[config.mk]
export PLATFORM = sky130hd
export DESIGN_NAME = regfile_wb_arbiter
export DESIGN_NICKNAME = d
export VERILOG_FILES = /design/src/rtl/mips_wb_pkg.sv /design/src/rtl/rr_arbiter.sv /design/src/rtl/regfile_wb_arbiter.sv
export SDC_FILE = /design/constraint.sdc
export NUM_CORES = 1
export LEC_CHECK = 0
export BUFFER_PORTS_ARGS = -buffer_cell sky130_fd_sc_hd__buf_2
export CAP_MARGIN = 10
export CORE_MARGIN = 5
export CORE_UTILIZATION = 43
export CTS_CLUSTER_DIAMETER = 50
export DETAILED_ROUTE_END_ITERATION = 16
export MAX_ROUTING_LAYER = met4
export PLACE_DENSITY = 0.85
export SKIP_LAST_GASP = 1
export SLEW_MARGIN = 15
export SYNTH_ARGS = -nofsm -noshare
export SYNTH_HDL_FRONTEND = slang
export SYNTH_SLANG_ARGS = --single-unit
[constraint.sdc]
create_clock -name clk -period 1.5 [get_ports clk]
set_input_delay 0.3 -clock clk [delete_from_list [all_inputs] [get_ports clk]]
set_output_delay 0.3 -clock clk [all_outputs]
set_load 0.005 [all_outputs]
[src/rtl/mips_wb_pkg.sv]
// Shared types and helpers for the register-file write-back path.
package mips_wb_pkg;

  localparam int unsigned REG_ADDR_W = 5;
  localparam int unsigned REG_DATA_W = 32;
  localparam logic [REG_ADDR_W-1:0] REG_ZERO = 5'd0;

  typedef struct packed {
    logic [REG_ADDR_W-1:0] addr;
    logic [REG_DATA_W-1:0] data;
  } wb_req_t;

  // Index of the set bit in a one-hot (or zero) vector of up to 8 requesters.
  function automatic logic [2:0] onehot_to_idx(input logic [7:0] onehot);
    logic [2:0] idx;
    idx = '0;
    for (int i = 0; i < 8; i++) begin
      if (onehot[i]) idx = idx | 3'(i);
    end
    return idx;
  endfunction

endpackage

[src/rtl/rr_arbiter.sv]
// Combinational round-robin grant: first valid requester at or after rrPtr wins.
module rr_arbiter
  import mips_wb_pkg::*;
#(
  parameter int unsigned NUM_REQ = 2,
  localparam int unsigned PTR_W = $clog2(NUM_REQ)
) (
  input  logic [NUM_REQ-1:0] valid,
  input  logic [PTR_W-1:0]   rrPtr,
  input  logic               flush,
  output logic [NUM_REQ-1:0] grant,
  output logic [PTR_W-1:0]   grantIdx,
  output logic               anyGrant
);

  logic [PTR_W:0] pos;
  logic           found;

  // Walk the requesters cyclically from rrPtr; the extra pos bit absorbs the wrap.
  always_comb begin
    grant = '0;
    found = 1'b0;
    pos   = '0;
    for (int k = 0; k < NUM_REQ; k++) begin
      pos = {1'b0, rrPtr} + (PTR_W+1)'(k);
      if (pos >= (PTR_W+1)'(NUM_REQ)) pos = pos - (PTR_W+1)'(NUM_REQ);
      if (!found && valid[pos[PTR_W-1:0]]) begin
        grant[pos[PTR_W-1:0]] = 1'b1;
        found = 1'b1;
      end
    end
    if (flush) grant = '0;
  end

  assign anyGrant = |grant;
  assign grantIdx = PTR_W'(onehot_to_idx(8'(grant)));

endmodule

[src/rtl/regfile_wb_arbiter.sv]
// Round-robin share of the register file write port among NUM_REQ write-back sources.
// Optional WB_STATS_EN adds a saturating contention counter (conflict_cnt, stats_clr).
module regfile_wb_arbiter
  import mips_wb_pkg::*;
#(
  parameter int unsigned NUM_REQ = 2,
  parameter int unsigned ADDR_W  = REG_ADDR_W,
  parameter int unsigned DATA_W  = REG_DATA_W
) (
  input  logic                      clk,
  input  logic                      rst,
  input  logic                      flush,
  input  logic [NUM_REQ-1:0]        req_valid,
  input  logic [NUM_REQ*ADDR_W-1:0] req_addr,
  input  logic [NUM_REQ*DATA_W-1:0] req_data,
  output logic [NUM_REQ-1:0]        req_ready,
  output logic                      wr_en,
  output logic [ADDR_W-1:0]         wr_addr,
  output logic [DATA_W-1:0]         wr_data,
  input  logic [ADDR_W-1:0]         probe_addr,
  output logic                      busy_addr_hit
`ifdef WB_STATS_EN
  ,
  input  logic                      stats_clr,
  output logic [15:0]               conflict_cnt
`endif
);

  localparam int unsigned PTR_W = $clog2(NUM_REQ);

  logic [PTR_W-1:0]  rrPtr;
  logic [PTR_W-1:0]  grantIdx;
  logic              anyGrant;
  logic [ADDR_W-1:0] reqAddrArr [NUM_REQ];
  logic [DATA_W-1:0] reqDataArr [NUM_REQ];
  logic [ADDR_W-1:0] selAddr;
  logic [DATA_W-1:0] selData;

  for (genvar i = 0; i < NUM_REQ; i++) begin : gUnpack
    assign reqAddrArr[i] = req_addr[i*ADDR_W +: ADDR_W];
    assign reqDataArr[i] = req_data[i*DATA_W +: DATA_W];
  end

  rr_arbiter #(.NUM_REQ(NUM_REQ)) uArb (
    .valid    (req_valid),
    .rrPtr    (rrPtr),
    .flush    (flush),
    .grant    (req_ready),
    .grantIdx (grantIdx),
    .anyGrant (anyGrant)
  );

  assign selAddr = reqAddrArr[grantIdx];
  assign selData = reqDataArr[grantIdx];

  // Stage register and pointer; r0 writes still advance the pointer but never assert wr_en.
  always_ff @(posedge clk or posedge rst) begin
    if (rst) begin
      wr_en   <= 1'b0;
      wr_addr <= '0;
      wr_data <= '0;
      rrPtr   <= '0;
    end else if (anyGrant) begin
      wr_en   <= (selAddr != ADDR_W'(REG_ZERO));
      wr_addr <= selAddr;
      wr_data <= selData;
      rrPtr   <= (grantIdx == PTR_W'(NUM_REQ - 1)) ? '0 : grantIdx + PTR_W'(1);
    end else begin
      wr_en <= 1'b0;
    end
  end

  assign busy_addr_hit = wr_en && (wr_addr == probe_addr) && (probe_addr != ADDR_W'(REG_ZERO));

`ifdef WB_STATS_EN
  logic multiValid;

  assign multiValid = |(req_valid & (req_valid - NUM_REQ'(1)));

  always_ff @(posedge clk or posedge rst) begin
    if (rst) begin
      conflict_cnt <= '0;
    end else if (stats_clr) begin
      conflict_cnt <= '0;
    end else if (multiValid && !flush && (conflict_cnt != 16'hFFFF)) begin
      conflict_cnt <= conflict_cnt + 16'd1;
    end
  end
`endif

endmodule
==> impl_metrics.yaml <==
sta:
  hold_ws_ns: 0.0562
  finalSetupViolations: 1
  finalCritPeriodShare_pct: 107
  worst_pin_slew_ns: 0.262
  clock_skew_ns: 0.00705
  finalHoldViolations: 0
  slew_viol_final: 0
  post-route-min-period_ns: 1.60
  tns_ns: -0.104
  max_slew_margin_pct: 82.6
  setup_slack_ns: -0.104
  rsz0062_at_grt: "yes"
  fmax_mhz: 623
clock_tree:
  cts_buffers: 5
  cts_tree: "done"
  clockBufferDepth: 2
  postCtsHoldBufs: 0
  cts_root_buf: "clkbuf_8"
  clk_pin_slew_ns: 0.07
  clock_sinks: 39
  cts.htree.levels: 2
  clk-insertion-delay-late_ns: 0.28
worst_setup_path:
  crit_path_end: "busy_addr_hit"
  reg2reg_to: "wr_en"
  cp_slowest_cell: "dfrtp_2"
  r2r_cells: 5
  crit_fanout: 4
  slowest_delay_ns: 0.45
  rrSetupSlack_ns: 0.13
  criticalPathCategory: "register to output pin"
  cp-end-kind: "output pin"
  path_cells: "o41ai_4 > a211oi_2 > buf_2"
  cp.arrival_ns: 1.30
  reg2reg_from: "rrPtr"
  crit_path_start: "wr_addr[1]"
  critPathLaunchType: "register"
  cp.required_ns: 1.20
yosys:
  synth.distinct_cells: 23
  async_flop_share_pct: 100
  synth_edf_count: 0
  ys_ff_latch: 39
  syn_nets: 323
  synth_common_cells: "nor2_1 (40), dfrtp_1 (39), nand3_1 (38), o21ai_0 (38), a31oi_1 (37)"
  synth-warning-count: 0
  syn_area_mm2: 0.00203
  syn_avg_cell_area_um2: 8.51
  netlist.area_leader.share_pct: 48.0
  yosysMostFrequentCell: "nor2_1"
  ys_seq_area_share_pct: 48.0
  ys.flop_type: "dfrtp_1"
  synth.area.top_cells: "dfrtp_1 (48%), a31oi_1 (11%), nand3_1 (9.3%), o21ai_0 (9.3%), nor2_1 (7.4%)"
  yosys.area.top_type: "dfrtp_1"
  netlist_instances: 239
floorplan:
  rows: 25
  die_y_um: 78.8
  core-area_mm2: 0.00466
  die_x_um: 78.8
  dieArea_mm2: 0.00621
  num_io_pins: 125
  initial_core_util_pct: 43.7
drt:
  firstDrtPassIters: 4
  initialDrtViolationCount: 144
  wire_per_inst_um: 14.8
  drc: 0
  vias: 2238
  via_per_inst: 5.39
  drt_wl_total_um: 6140
  ant_nets: 0
outcome:
  outcome: "finished, violations left"
  failed_checks: "setup timing"
placement:
  io_buffers: 124
  gp_congestion: 0.784
  place_hpwl_um: 4370
power_and_ir_drop:
  p_leak_nw: 1.31
  vdd_ir_drop_max_uv: 452
  p_per_area_mw_per_mm2: 951
grt:
  grt_pass1_vias: 2184
  antenna_found_initial: 0
  grt-ovfl-total: 0
  track_usage_pct: 20.3
  grt_pass1_wl_um: 9880
  grt_max_degree: 43
layout:
  diodes: 0
  area_growth_pct: 40.8
  layout-drive-gt1-share_pct: 42.4
  nNetsFinal: 446
  fillers: 404
flow_run:
  cap_violations: 0
min_path:
  min_path_type: "primary input to asynchronous set/reset pin"
## worst min-delay path by stage
stage / start / endpoint / cells after the start
final: rst / wr_data[18] / 3
after global routing: rst / wr_data[18] / 3
after CTS: rst / wr_data[18] / 3
after detailed placement: rst / wr_data[18] / 3
after global placement: rst / wr_data[18] / 3
after floorplan: req_data[42] / wr_data[10] / 2
## critical path: cells and delay by family (launching register included)
family | cells | cell delay, ns
AOI/OAI and AO/OA | 2 | 0.44
buffers and inverters | 1 | 0.14
DFF | 1 | 0.45
## kinds of logic (layout without fill, tap and decap cells)
| kind of cell | Yosys count | in the layout | share of synthesized area (%) |
|---|---|---|---|
| DFF | 39 | 39 | 48.0 |
| AOI/OAI and AO/OA | 81 | 81 | 23.0 |
| xor gates and xnor gates | 4 | 4 | 1.72 |
| buffers and inverters | 26 | 148 | 7.50 |
| and+or+nand+nor | 89 | 89 | 19.8 |
## per-stage QoR
step | std cells | area, µm² | util (%) | total power [mW] | setup WS [ns]
2_1_floorplan | 239 | 2030 | - | 1.70 | 0.260
3_3_place_gp | 402 | 2700 | 57.9 | 2.03 | 0.210
3_5_place_dp | 402 | 2700 | 57.9 | 2.05 | 0.135
4_1_cts | 413 | 2830 | 60.7 | 2.74 | -0.123
5_1_grt | 415 | 2870 | 61.5 | 2.91 | -0.153
6_report | 415 | 2870 | 61.5 | 2.73 | -0.104
## per-layer routing
layer  share of wire, %  up-vias  GRT usage [%]
met2                 51       87           34.0
met5                  0        -              -
met1                 41     1034           25.3
li1                   -     1108              -
met4                1.4        0           6.29
met3                6.5        9           3.51
## registers in the layout, summed over array words and instances (netlist names)
name,count
wr_data,32
wr_addr,5
rrPtr,1
wr_en,1
## placed cells by master (no fill, tap or decap), types with 2 or more instances in the layout
cell type  synthesis  layout
dfrtp_1           39      38
buf_4              8      11
clkbuf_8           0       5
o21ai_0           38      38
nand2_1            3       3
nand2b_1           3       3
nor2_1            40      39
nand3_1           38      38
xnor2_1            4       3
buf_2              8     125
a31oi_1           37      37
nor3_1             2       2
buf_12             0       4
## where the power goes
| group | leakage [nW] | switching (mW) | internal [mW] |
|---|---|---|---|
| sequential | 0.436 | 0.0905 | 1.20 |
| combinational | 0.841 | 0.409 | 0.396 |
| clock | 0.0371 | 0.320 | 0.310 |
| total | 1.31 | 0.819 | 1.91 |
## cell type report
type / count / area, µm² / share of cell area (%)
clock buffers: 6 / 72.6 / 2.53
inverters: 1 / 3.75 / 0.131
multi-input cells: 174 / 945 / 33.0
flip-flops and latches: 39 / 977 / 34.1
well taps: 54 / 67.6 / 2.36
repair buffers: 141 / 800 / 27.9
## timing repair
item	CTS	global route
resized for setup	4	4
cloned	1	0
setup endpoints to repair	2	2
pin swaps	0	4
buffers inserted	4	2
Note: power is estimated with default switching activity, not from simulation.
